File: src/rtl/alu_command_sequencer_if.sv
// rtl/alu_command_sequencer_if.sv - program-store, run-control and ALU command bus of the command sequencer
interface alu_command_sequencer_if #(
    parameter int ADDR_W    = 4,
    parameter int MAX_RETRY = 3
);
    localparam int RW = (MAX_RETRY > 0) ? $clog2(MAX_RETRY + 1) : 1;

    logic              prog_we;
    logic [ADDR_W-1:0] prog_waddr;
    logic [11:0]       prog_wdata;
    logic [ADDR_W:0]   prog_len;
    logic              start;
    logic [31:0]       y;
    logic              O;
    logic              C;
    logic              Z;
    logic              N;
    logic [11:0]       command;
    logic              syscall;
    logic              busy;
    logic              done;
    logic [ADDR_W-1:0] pc;
    logic [31:0]       last_y;
    logic [3:0]        last_flags;
    logic              cas_fail;
    logic [RW-1:0]     retry_cnt;

    modport master (
        input  prog_we, prog_waddr, prog_wdata, prog_len, start, y, O, C, Z, N,
        output command, syscall, busy, done, pc, last_y, last_flags, cas_fail, retry_cnt
    );

    modport slave (
        output prog_we, prog_waddr, prog_wdata, prog_len, start, y, O, C, Z, N,
        input  command, syscall, busy, done, pc, last_y, last_flags, cas_fail, retry_cnt
    );
endinterface

File: src/rtl/alu_command_sequencer.sv
// rtl/alu_command_sequencer.sv - issues stored ALU commands with syscall strobes and CAS retry
module alu_command_sequencer #(
    parameter int PROG_DEPTH = 16,
    parameter int ADDR_W     = 4,
    parameter int ISSUE_GAP  = 2,
    parameter int MAX_RETRY  = 3
) (
    input  logic                    clk,
    input  logic                    rst,
    alu_command_sequencer_if.master bus
);
    localparam int RW    = (MAX_RETRY > 0) ? $clog2(MAX_RETRY + 1) : 1;
    localparam int IDX_W = (PROG_DEPTH > 1) ? $clog2(PROG_DEPTH) : 1;
    localparam int GW    = $clog2(ISSUE_GAP + 1);

    localparam logic [ADDR_W:0] DEPTH_V   = (ADDR_W + 1)'(PROG_DEPTH);
    localparam logic [RW-1:0]   RETRY_LIM = RW'(MAX_RETRY);
    localparam logic [GW-1:0]   GAP_V     = GW'(ISSUE_GAP);

    localparam logic [2:0] S_IDLE    = 3'd0;
    localparam logic [2:0] S_ISSUE   = 3'd1;
    localparam logic [2:0] S_WAIT    = 3'd2;
    localparam logic [2:0] S_CAPTURE = 3'd3;
    localparam logic [2:0] S_FINISH  = 3'd4;

    logic [2:0]        state;
    logic [11:0]       mem [PROG_DEPTH];
    logic [11:0]       cmd_hold;
    logic [ADDR_W:0]   len_q;
    logic [GW-1:0]     wait_cnt;
    logic [ADDR_W-1:0] pc_q;
    logic [RW-1:0]     retry_q;
    logic              cas_fail_q;
    logic [31:0]       last_y_q;
    logic [3:0]        flags_q;

    logic [11:0]       cur_cmd;
    logic [ADDR_W:0]   len_clamped;
    logic              last_slot;
    logic              cas_miss;
    logic              write_ok;

    assign cur_cmd     = mem[pc_q[IDX_W-1:0]];
    assign len_clamped = (bus.prog_len > DEPTH_V) ? DEPTH_V : bus.prog_len;
    assign last_slot   = ({1'b0, pc_q} == (len_q - 1'b1));
    // cmd_hold carries the issued word through WAIT/CAPTURE, so its opcode decides the retry
    assign cas_miss    = (cmd_hold[11:9] == 3'b111) && !bus.Z;
    assign write_ok    = (state == S_IDLE) && bus.prog_we && ({1'b0, bus.prog_waddr} < DEPTH_V);

    always_ff @(posedge clk) begin
        if (write_ok) begin
            mem[bus.prog_waddr[IDX_W-1:0]] <= bus.prog_wdata;
        end
    end

    always_ff @(posedge clk or posedge rst) begin
        if (rst) begin
            state      <= S_IDLE;
            cmd_hold   <= '0;
            len_q      <= '0;
            wait_cnt   <= '0;
            pc_q       <= '0;
            retry_q    <= '0;
            cas_fail_q <= 1'b0;
            last_y_q   <= '0;
            flags_q    <= '0;
        end else begin
            case (state)
                S_IDLE: begin
                    if (bus.start) begin
                        len_q <= len_clamped;
                        if (len_clamped == '0) begin
                            state <= S_FINISH;
                        end else begin
                            pc_q       <= '0;
                            retry_q    <= '0;
                            cas_fail_q <= 1'b0;
                            state      <= S_ISSUE;
                        end
                    end
                end
                S_ISSUE: begin
                    cmd_hold <= cur_cmd;
                    wait_cnt <= GAP_V;
                    state    <= S_WAIT;
                end
                S_WAIT: begin
                    wait_cnt <= wait_cnt - 1'b1;
                    if (wait_cnt == GW'(1)) begin
                        state <= S_CAPTURE;
                    end
                end
                S_CAPTURE: begin
                    last_y_q <= bus.y;
                    flags_q  <= {bus.O, bus.C, bus.Z, bus.N};
                    if (cas_miss && (retry_q != RETRY_LIM)) begin
                        retry_q <= retry_q + 1'b1;
                        state   <= S_ISSUE;
                    end else begin
                        if (cas_miss) begin
                            cas_fail_q <= 1'b1;
                        end
                        retry_q <= '0;
                        if (last_slot) begin
                            state <= S_FINISH;
                        end else begin
                            pc_q  <= pc_q + 1'b1;
                            state <= S_ISSUE;
                        end
                    end
                end
                S_FINISH: begin
                    state <= S_IDLE;
                end
                default: begin
                    state <= S_IDLE;
                end
            endcase
        end
    end

    // Strobe, busy and done decode straight from state so an async reset drops them at once
    assign bus.command    = (state == S_ISSUE) ? cur_cmd : cmd_hold;
    assign bus.syscall    = (state == S_ISSUE);
    assign bus.busy       = (state == S_ISSUE) || (state == S_WAIT) || (state == S_CAPTURE);
    assign bus.done       = (state == S_FINISH);
    assign bus.pc         = pc_q;
    assign bus.last_y     = last_y_q;
    assign bus.last_flags = flags_q;
    assign bus.cas_fail   = cas_fail_q;
    assign bus.retry_cnt  = retry_q;
endmodule
File: src/flat_wrapper.sv
// flat-port wrapper written by rule: the top's interface ports become plain ports
module alu_command_sequencer_flat 
#(
    parameter int PROG_DEPTH = 16,
    parameter int ADDR_W     = 4,
    parameter int ISSUE_GAP  = 2,
    parameter int MAX_RETRY  = 3
)
  (clk, rst, bus_prog_we, bus_prog_waddr, bus_prog_wdata, bus_prog_len, bus_start, bus_y, bus_O, bus_C, bus_Z, bus_N, bus_command, bus_syscall, bus_busy, bus_done, bus_pc, bus_last_y, bus_last_flags, bus_cas_fail, bus_retry_cnt);
  alu_command_sequencer_if #(.ADDR_W(ADDR_W), .MAX_RETRY(MAX_RETRY)) bus_i ();
  input  logic clk;
  input  logic rst;
  input wire logic [$bits(bus_i.prog_we)-1:0] bus_prog_we;
  input wire logic [$bits(bus_i.prog_waddr)-1:0] bus_prog_waddr;
  input wire logic [$bits(bus_i.prog_wdata)-1:0] bus_prog_wdata;
  input wire logic [$bits(bus_i.prog_len)-1:0] bus_prog_len;
  input wire logic [$bits(bus_i.start)-1:0] bus_start;
  input wire logic [$bits(bus_i.y)-1:0] bus_y;
  input wire logic [$bits(bus_i.O)-1:0] bus_O;
  input wire logic [$bits(bus_i.C)-1:0] bus_C;
  input wire logic [$bits(bus_i.Z)-1:0] bus_Z;
  input wire logic [$bits(bus_i.N)-1:0] bus_N;
  output wire logic [$bits(bus_i.command)-1:0] bus_command;
  output wire logic [$bits(bus_i.syscall)-1:0] bus_syscall;
  output wire logic [$bits(bus_i.busy)-1:0] bus_busy;
  output wire logic [$bits(bus_i.done)-1:0] bus_done;
  output wire logic [$bits(bus_i.pc)-1:0] bus_pc;
  output wire logic [$bits(bus_i.last_y)-1:0] bus_last_y;
  output wire logic [$bits(bus_i.last_flags)-1:0] bus_last_flags;
  output wire logic [$bits(bus_i.cas_fail)-1:0] bus_cas_fail;
  output wire logic [$bits(bus_i.retry_cnt)-1:0] bus_retry_cnt;
  assign bus_i.prog_we = bus_prog_we;
  assign bus_i.prog_waddr = bus_prog_waddr;
  assign bus_i.prog_wdata = bus_prog_wdata;
  assign bus_i.prog_len = bus_prog_len;
  assign bus_i.start = bus_start;
  assign bus_i.y = bus_y;
  assign bus_i.O = bus_O;
  assign bus_i.C = bus_C;
  assign bus_i.Z = bus_Z;
  assign bus_i.N = bus_N;
  assign bus_command = bus_i.command;
  assign bus_syscall = bus_i.syscall;
  assign bus_busy = bus_i.busy;
  assign bus_done = bus_i.done;
  assign bus_pc = bus_i.pc;
  assign bus_last_y = bus_i.last_y;
  assign bus_last_flags = bus_i.last_flags;
  assign bus_cas_fail = bus_i.cas_fail;
  assign bus_retry_cnt = bus_i.retry_cnt;
  alu_command_sequencer #(.PROG_DEPTH(PROG_DEPTH), .ADDR_W(ADDR_W), .ISSUE_GAP(ISSUE_GAP), .MAX_RETRY(MAX_RETRY)) u_core (.clk(clk), .rst(rst), .bus(bus_i));
endmodule
File: config.mk
export PLATFORM = sky130hd
export DESIGN_NAME = alu_command_sequencer_flat
export DESIGN_NICKNAME = d
export VERILOG_FILES = /design/src/rtl/alu_command_sequencer_if.sv /design/src/rtl/alu_command_sequencer.sv /design/src/flat_wrapper.sv
export SDC_FILE = /design/constraint.sdc
export NUM_CORES = 1
export LEC_CHECK = 0
export BUFFER_PORTS_ARGS = -buffer_cell sky130_fd_sc_hd__buf_2
export CAP_MARGIN = 20
export CORE_UTILIZATION = 58
export CTS_CLUSTER_DIAMETER = 40
export CTS_CLUSTER_SIZE = 28
export DETAILED_ROUTE_END_ITERATION = 12
export PLACE_DENSITY = 0.81
export SLEW_MARGIN = 20
export SYNTH_ARGS = -nofsm -noshare
export SYNTH_HDL_FRONTEND = slang
export SYNTH_SLANG_ARGS = --single-unit
File: constraint.sdc
create_clock -name clk -period 3.1 [get_ports clk]
set_input_delay 0.155 -clock clk [delete_from_list [all_inputs] [get_ports clk]]
set_output_delay 0.155 -clock clk [all_outputs]
set_load 0.01 [all_outputs]
==> impl_metrics.env, run 1 <==
export IMPL_status="finished, final reports clean"
export IMPL_die_y_um=135
export IMPL_cts_resized=0
export IMPL_cellPowerDensity_nw_per_um2=746
export IMPL_track_usage=0.266
export IMPL_core_rowCount=48
export IMPL_yosysSeqAreaShare=0.720
export IMPL_area_growth_pct=25.9
export IMPL_fin_ws_ps=154
export IMPL_place_ws_ps=672
export IMPL_place_hpwl_um=14900
export IMPL_drive_gt1_frac=0.309
export IMPL_endpoint="bus_command[5]"
export IMPL_p_leak_uw=0.00506
export IMPL_grt_pass1_vias=6435
export IMPL_die_area_um2=18200
export IMPL_grt_pass1_wl_um=35500
export IMPL_cts_buffers=31
export IMPL_via_count=6380
export IMPL_finClkSkew_ps=27.3
export IMPL_async_flop_share=0.253
export IMPL_layout_nets=882
export IMPL_ys_types=47
export IMPL_timing_rr_end="u_core.mem[2][0]"
export IMPL_gp_congestion=0.949
export IMPL_drt_total_wl_um=23600
export IMPL_syn_nets=673
export IMPL_cts_tree="yes"
export IMPL_slew_viol_final=0
export IMPL_ant_nets=0
export IMPL_clk_path_buf_depth=3
export IMPL_yosys_warnings=0
export IMPL_coreArea_um2=17300
export IMPL_period_needed_ps=2950
export IMPL_rsz0062_at_grt="false"
export IMPL_place_area_um2=11300
export IMPL_cts_htree_levels=1
export IMPL_cp_start_kind="flop"
export IMPL_setup_viol_count_final=0
export IMPL_syn_inst=608
export IMPL_fin_crit_sh=0.950
export IMPL_worst_hold_path_type="input pin to flop"
export IMPL_cp_required_ps=2940
export IMPL_grt_overflow_total=0
export IMPL_post_cts_buffers=0
export IMPL_drt_first_pass_iters=5
export IMPL_rrSetupSlack_ps=630
export IMPL_finalHoldViolCount=0
export IMPL_worstSetupEndpointType="output port"
export IMPL_tightest_slew_ps=824
export IMPL_syn_area_um2=10300
export IMPL_initial_core_util=0.593
export IMPL_critPathMaxFanout=29
export IMPL_die_x_um=135
export IMPL_drtIter0Drc=427
export IMPL_clock_latency_ps=560
export IMPL_cts_sinks=257
export IMPL_ys_ff_latch=257
export IMPL_clk_pin_slew_ps=60
export IMPL_ir_drop_uv=656
export IMPL_fin_area_um2=12900
export IMPL_ys_flop_type="edfxtp_1"
export IMPL_ios=119
export IMPL_arrival_ps=2790
export IMPL_fin_tns_setup_ps=0
export IMPL_critPathLaunch="u_core.bus.pc[1]"
export IMPL_synth_edff_count=192
export IMPL_vias_per_cell=5.98
export IMPL_path_class="flop to output port"
export IMPL_grt_start_max_net_pins=43
export IMPL_fmax_mhz=339
export IMPL_cts_root_buf="clkbuf_16"
export IMPL_antenna_found_initial=0
export IMPL_diodes=0
export IMPL_syn_area_per_cell_um2=16.9
export IMPL_drv_cap=0
export IMPL_drc=0
export IMPL_slew_headroom=0.448
export IMPL_wl_per_cell_um=22.1
export IMPL_crit_reg2reg_launch="u_core.state[1]"
export IMPL_portBuffers=118
export IMPL_ff2ff_path_depth=7
-- Yosys cell counts (2+ instances only) --
cell type / number / area, um^2
a221o_1: 12 / 120
xnor2_1: 3 / 26.3
a21oi_1: 3 / 15.0
nor2_1: 25 / 93.8
a21o_1: 2 / 15.0
nand3_1: 2 / 10.0
and2_1: 2 / 12.5
nor3_2: 2 / 20.0
o21ai_0: 6 / 30.0
ha_1: 4 / 50.1
a22o_1: 2 / 17.5
clkbuf_1: 19 / 71.3
nor4_1: 2 / 12.5
mux4_1: 21 / 552
mux2_2: 14 / 158
mux4_2: 27 / 608
nand2b_1: 6 / 37.5
buf_1: 4 / 15.0
inv_1: 8 / 30.0
a211o_1: 2 / 17.5
nand4b_1: 2 / 17.5
mux2i_1: 13 / 130
xor2_1: 3 / 26.3
o31ai_1: 2 / 15.0
buf_2: 7 / 35.0
o22a_1: 2 / 17.5
edfxtp_1: 192 / 5770
o211a_1: 2 / 20.0
buf_6: 4 / 45.0
nor3_1: 17 / 85.1
nand2_1: 118 / 443
dfrtp_1: 65 / 1630
-- power breakdown --
part | switching (uW) | internal, uW
clock | 1480 | 2140
sequential | 174 | 3840
combinational | 951 | 1060
total | 2600 | 7040
-- layer usage --
layer	share of wire	wire length, um	vias to the layer above	track usage
li1	-	-	2759	-
met2	0.50	11700	365	0.452
met1	0.39	9220	3210	0.352
met4	0.021	503	0	0.0749
met3	0.091	2150	46	0.0526
met5	0	0	-	0
-- cells in the final DEF (no fill, tap or decap), types with 3 or more instances in the layout --
cell,n
nor3_1,13
inv_8,3
buf_12,3
a21oi_1,3
mux2_2,14
clkinv_1,3
xnor2_1,3
dlygate4sd3_1,57
a221o_1,12
edfxtp_1,192
nand2_1,118
clkbuf_16,31
nor2_1,25
mux4_1,21
inv_6,8
o21ai_0,6
clkinvlp_4,3
dfrtp_1,63
mux2i_1,13
nand2b_1,6
ha_1,4
mux4_2,27
inv_1,7
clkinv_2,3
xor2_1,3
buf_4,32
clkinv_4,3
bufinv_16,3
nor3_2,6
buf_2,118
-- flip-flops by register name, indices dropped and copies added (netlist names) --
register               flops
u_core.mem               192
u_core.len_q               5
u_core.cmd_hold           12
u_core.bus.retry_cnt       2
u_core.bus.cas_fail        1
u_core.state               3
u_core.bus.last_y         32
u_core.bus.pc              4
u_core.wait_cnt            2
u_core.bus.last_flags      4
-- logic make-up (layout without fill, tap and decap cells) --
kind of cell / Yosys count / in the layout / share of synthesized area
xor gates and xnor gates: 7 / 7 / 0.00731
muxes: 75 / 75 / 0.141
buffers and inverters: 42 / 276 / 0.0191
AOI/OAI and AO/OA: 39 / 39 / 0.0305
adders and majority gates: 4 / 4 / 0.00488
DFF: 257 / 257 / 0.720
and+or+nand+nor: 184 / 184 / 0.0770
-- area by class of cell --
class / instances / area (um^2)
Sequential cell: 257 / 7390
Fill cell: 951 / 4370
Multi-Input combinational cell: 309 / 2700
Timing Repair Buffer: 210 / 1460
Clock buffer: 31 / 776
Clock inverter: 27 / 285
Tap cell: 225 / 282
Inverter: 8 / 30.0
-- stage by stage --
stage | power [uW] | std cells | util | hold slack [ps]
final | 9640 | 1067 | 0.747 | 125
after global routing | 9960 | 1067 | 0.747 | 126
after CTS | 9680 | 1067 | 0.747 | 108
after detailed placement | 6010 | 952 | 0.653 | 276
after global placement | 5960 | 952 | 0.653 | 258
after floorplan | 5380 | 608 | - | 254
-- worst max-delay path, cell delays in order (launching register included) --
cell and delay (ps):
dfrtp_2 810, buf_12 280, mux4_1 320, mux2_2 280, a221o_1 380, buf_2 160
-- how the worst min path moves through the flow --
stage / depth (start not counted) / startpoint / endpoint
3_5_place_dp: 2 / rst / u_core.bus.last_y[24]
6_report: 5 / bus_start / u_core.bus.retry_cnt[0]
2_1_floorplan: 0 / bus_prog_wdata[0] / u_core.mem[0][0]
4_1_cts: 4 / bus_start / u_core.bus.retry_cnt[1]
3_3_place_gp: 2 / rst / u_core.bus.last_y[24]
5_1_grt: 2 / bus_prog_waddr[3] / u_core.mem[2][9]
-- repair_timing --
action	4_1_cts	5_1_grt
hold buffers	57	0
endpoints found under the hold margin	247	0
endpoints found under the setup margin	0	0
Power figures use the tool's default switching activity.
==> run 2: changes to the inputs <==
REMOVE_ABC_BUFFERS = 1   (was unset)
==> run 2 against run 1 <==
Effect of this change: die area unchanged; clock-buffer cell count down 2; fmax up 2.1%; critical endpoint is now bus_command[10]; largest cell class unchanged; largest power group unchanged.
==> impl_metrics.env, run 2 (synthesis gave the netlist of run 1 again) <==
export IMPL_drc=0
export IMPL_period_needed_ps=2880
export IMPL_diodes=0
export IMPL_arrival_ps=2730
export IMPL_final_common_cell="edfxtp_1"
export IMPL_rsz0062_at_grt="false"
export IMPL_critPathLaunch="u_core.bus.pc[1]"
export IMPL_cts_tree="yes"
export IMPL_nFillCells=1002
export IMPL_drt_met1_wl_um=9100
export IMPL_tightest_slew_ps=710
export IMPL_fin_area_um2=12700
export IMPL_wl_met2_um=11400
export IMPL_highest_layer="met4"
export IMPL_p_leak_uw=0.00495
export IMPL_clkPwrFrac=0.362
export IMPL_grt_overflow_total=0
export IMPL_clk_pin_slew_ps=60
export IMPL_place_hpwl_um=13200
export IMPL_antenna_found_initial=0
export IMPL_setup_viol_count_final=0
export IMPL_hp_start="bus_prog_wdata[6]"
export IMPL_clock_latency_ps=540
export IMPL_wl_per_cell_um=21.7
export IMPL_met3WireLength_um=1640
export IMPL_total_power_uw=9280
export IMPL_portBuffers=118
export IMPL_worst_hold_path_type="input pin to flop"
export IMPL_layout_nets=868
export IMPL_vias_per_cell=5.83
export IMPL_layout_common_cells="edfxtp_1 (192), nand2_1 (118), buf_2 (118)"
export IMPL_area_growth_pct=23.9
export IMPL_cell_internal_pwr_uw=6840
export IMPL_core_rowCount=48
export IMPL_die_x_um=135
export IMPL_worstSetupEndpointType="output port"
export IMPL_crit_reg2reg_launch="u_core.state[1]"
export IMPL_coreArea_um2=17300
export IMPL_clk_path_buf_depth=3
export IMPL_drv_cap=0
export IMPL_track_usage=0.257
export IMPL_drt_total_wl_um=22800
export IMPL_final_cells=1048
export IMPL_cp_start_kind="flop"
export IMPL_ant_nets=0
export IMPL_grt_pass1_wl_um=34200
export IMPL_fin_crit_sh=0.930
export IMPL_cts_resized=0
export IMPL_drtIter0Drc=342
export IMPL_switchingPower_uw=2450
export IMPL_ios=119
export IMPL_swShare=0.264
export IMPL_largest_reg_flops=192
export IMPL_initial_core_util=0.593
export IMPL_ir_drop_uv=639
export IMPL_grt_pass1_vias=6351
export IMPL_cts_htree_levels=1
export IMPL_holdWs_ps=18.1
export IMPL_slew_headroom=0.526
export IMPL_dp_cells=943
export IMPL_place_area_um2=11200
export IMPL_p_comb_frac=0.210
export IMPL_cts_buffers=27
export IMPL_die_y_um=135
export IMPL_path_class="flop to output port"
export IMPL_finClkSkew_ps=12.8
export IMPL_cellPowerDensity_nw_per_um2=730
export IMPL_cp_required_ps=2940
export IMPL_place_ws_ps=691
export IMPL_status="finished, final reports clean"
export IMPL_critPathMaxFanout=21
export IMPL_fmax_mhz=347
export IMPL_finalHoldViolCount=0
export IMPL_die_area_um2=18200
export IMPL_drive_gt1_frac=0.295
export IMPL_slew_viol_final=0
export IMPL_cts_root_buf="clkbuf_16"
export IMPL_fin_ws_ps=216
export IMPL_cts_sinks=257
export IMPL_grt_start_max_net_pins=54
export IMPL_gp_congestion=0.828
export IMPL_seqPwrFrac=0.429
export IMPL_drt_first_pass_iters=4
export IMPL_via_count=6110
-- run 2: path summary, 6_finish.rpt --
check,cells after the start,endpoint,slack [ps]
min,1,u_core.mem[9][6],20
max,6,bus_command[10],220
min reg2reg,2,u_core.bus.last_y[21],470
max reg2reg,5,u_core.mem[12][10],640
max in group asynchronous,4,u_core.bus.last_flags[0],2080
min in group asynchronous,3,u_core.bus.last_y[13],290
-- run 2: routing by layer --
layer,GRT usage,vias up
met5,0,-
met4,0.0918,0
met3,0.0443,51
met2,0.452,292
met1,0.324,3039
li1,-,2728
-- run 2: repair_timing --
item,4_1_cts,5_1_grt
setup buffers,0,0
hold endpoints to repair,227,0
hold buffers,56,0
-- run 2: area by class of cell --
type / count / area (um^2) / area share
clock inverters: 20 / 243 / 0.0191
clock buffers: 29 / 714 / 0.0562
flip-flops and latches: 257 / 7390 / 0.581
well taps: 225 / 282 / 0.0221
inverters: 8 / 30.0 / 0.00236
multi-input cells: 309 / 2690 / 0.211
repair buffers: 200 / 1370 / 0.108
-- run 2: per-stage QoR --
stage,util,TNS [ps]
after floorplan,-,-5770
after global placement,0.648,0
after detailed placement,0.648,0
after CTS,0.735,0
after global routing,0.735,0
final,0.735,0
-- run 2: power by group through the flow --
stage          clock, uW  sequential (uW)  combinational [uW]
2_1_floorplan          0             4260                1050
3_3_place_gp           0             4040                1840
3_5_place_dp           0             4050                1890
4_1_cts             3410             3980                1960
5_1_grt             3540             4000                2080
6_report            3360             3980                1950
-- run 2: worst max-delay path, cell delays in order, from the launching register on --
cell     delay, ps
dfrtp_2        720
buf_4          320
mux4_2         320
mux2i_1        280
nor3_1          90
a221o_1        300
buf_2          160
==> run 3: changes to the inputs <==
CORE_UTILIZATION = 60   (was 58)
PLACE_DENSITY = 0.84   (was 0.81)
clock period = 3.35 ns   (was 3.1 ns; I/O delays follow)
==> run 3 against run 2 <==
Effect of this change: core utilization up 2.5 points; largest cell class unchanged; sequential power down 6.0%; highest routed layer unchanged; clock-buffer cell count is 3 higher; critical endpoint is now bus_command[11].
==> impl_metrics.env, run 3 (synthesis gave the netlist of run 1 again) <==
export IMPL_path_buf_inv=2
export IMPL_highest_layer="met4"
export IMPL_initial_core_util=0.617
export IMPL_cp_start_kind="flop"
export IMPL_hp_start="bus_prog_wdata[0]"
export IMPL_portBuffers=118
export IMPL_worst_hold_path_type="input pin to flop"
export IMPL_switchingPower_uw=2330
export IMPL_vias_per_cell=6.05
export IMPL_antenna_found_initial=0
export IMPL_cellPowerDensity_nw_per_um2=690
export IMPL_die_area_um2=17600
export IMPL_drv_cap=0
export IMPL_timing_rr_end="u_core.mem[0][9]"
export IMPL_finClkSkew_ps=19.1
export IMPL_slew_viol_final=0
export IMPL_layout_common_cells="edfxtp_1 (192), nand2_1 (118), buf_2 (118)"
export IMPL_cts_buffers=28
export IMPL_core_rowCount=47
export IMPL_postCtsHoldBufs=45
export IMPL_seqPwrFrac=0.428
export IMPL_critPathLaunch="u_core.state[0]"
export IMPL_clock_latency_ps=540
export IMPL_cell_internal_pwr_uw=6400
export IMPL_critical_path_top_delay_family="simple AND/OR/NAND/NOR gates"
export IMPL_cts_resized=0
export IMPL_p_comb_frac=0.206
export IMPL_tightest_slew_ps=791
export IMPL_p_leak_uw=0.00494
export IMPL_finalHoldViolCount=0
export IMPL_clk_pin_slew_ps=70
export IMPL_swShare=0.267
export IMPL_area_growth_pct=23.3
export IMPL_ir_drop_uv=439
export IMPL_drc=0
export IMPL_grt_overflow_total=0
export IMPL_drtIter0Drc=514
export IMPL_fin_tns_setup_ps=0
export IMPL_layout_nets=859
export IMPL_cp_slowest_cell="or3b_2"
export IMPL_wl_per_cell_um=22.9
export IMPL_arrival_ps=2970
export IMPL_path_cells="or3b_2 -> inv_1 -> and2_1 -> a221o_1 -> buf_2"
export IMPL_ant_nets=0
export IMPL_fin_util=0.760
export IMPL_met3WireLength_um=1940
export IMPL_gp_congestion=0.826
export IMPL_rrSetupSlack_ps=960
export IMPL_worstSetupEndpointType="output port"
export IMPL_holdWs_ps=19.6
export IMPL_setup_viol_count_final=0
export IMPL_endpoint="bus_command[11]"
export IMPL_largest_reg_flops=192
export IMPL_slowest_delay_ps=760
export IMPL_drt_first_pass_iters=5
export IMPL_die_x_um=133
export IMPL_fin_crit_sh=0.937
export IMPL_cts_sinks=257
export IMPL_grt_pass1_vias=6585
export IMPL_cp_required_ps=3180
export IMPL_total_power_uw=8730
export IMPL_diodes=0
export IMPL_ff2ff_path_depth=5
export IMPL_status="finished, final reports clean"
export IMPL_period_needed_ps=3140
export IMPL_cts_tree="yes"
export IMPL_track_usage=0.275
export IMPL_grt_start_max_net_pins=43
export IMPL_fmax_mhz=319
export IMPL_grt_pass1_wl_um=36200
export IMPL_drive_gt1_frac=0.297
export IMPL_critPathMaxFanout=25
export IMPL_rsz0062_at_grt="false"
export IMPL_die_y_um=133
export IMPL_via_count=6267
export IMPL_coreArea_um2=16600
export IMPL_cts_root_buf="clkbuf_16"
export IMPL_cp_depth=5
export IMPL_clk_path_buf_depth=3
export IMPL_ios=119
export IMPL_crit_reg2reg_launch="u_core.state[0]"
export IMPL_clkPwrFrac=0.366
export IMPL_drt_met1_wl_um=9050
export IMPL_wl_met2_um=12000
export IMPL_path_class="flop to output port"
export IMPL_place_area_um2=11200
export IMPL_drt_total_wl_um=23700
export IMPL_post_cts_buffers=0
export IMPL_slew_headroom=0.472
export IMPL_place_hpwl_um=13500
export IMPL_final_common_cell="edfxtp_1"
export IMPL_cts_htree_levels=1
export IMPL_fin_area_um2=12700
==> run 3: area by class of cell <==
cell class,count,area (um^2)
tap,220,275
clock inverter,20,209
sequential,257,7390
clock buffer,32,790
inverter,8,30.0
multi-input combinational,309,2680
fill,861,3990
timing repair buffer,190,1280
==> run 3: worst reg2reg max path, delay by kind of cell (launching register included) <==
kind,cells,cell delay [ps]
buffers and inverters,1,230
DFF,1,510
and+or+nand+nor,4,1360
==> run 3: power groups by stage <==
stage,Sequential (uW),Clock [uW],Combinational (uW)
after CTS,3740,3240,1800
final,3740,3190,1800
after detailed placement,3800,0,1730
after global routing,3760,3350,1910
after global placement,3800,0,1680
after floorplan,3950,0,975
==> run 3: worst min path at each step <==
stage	slack, ps	cells past startpoint	to
2_1_floorplan	270	0	u_core.mem[0][0]
3_3_place_gp	330	2	u_core.bus.last_y[21]
3_5_place_dp	360	2	u_core.bus.last_y[9]
4_1_cts	4	1	u_core.mem[3][0]
5_1_grt	20	1	u_core.mem[14][9]
6_report	20	1	u_core.mem[2][0]
==> run 3: through the flow <==
step / instances / worst slack (ps)
after floorplan: 574 / -17.0
after global placement: 939 / 836
after detailed placement: 939 / 810
after CTS: 1036 / 234
after global routing: 1036 / 98.2
final: 1036 / 212
==> run 3: layer usage <==
| layer | up-vias | GRT usage |
|---|---|---|
| met5 | - | 0 |
| met2 | 358 | 0.482 |
| met1 | 3139 | 0.341 |
| met3 | 67 | 0.0517 |
| met4 | 0 | 0.107 |
| li1 | 2703 | - |
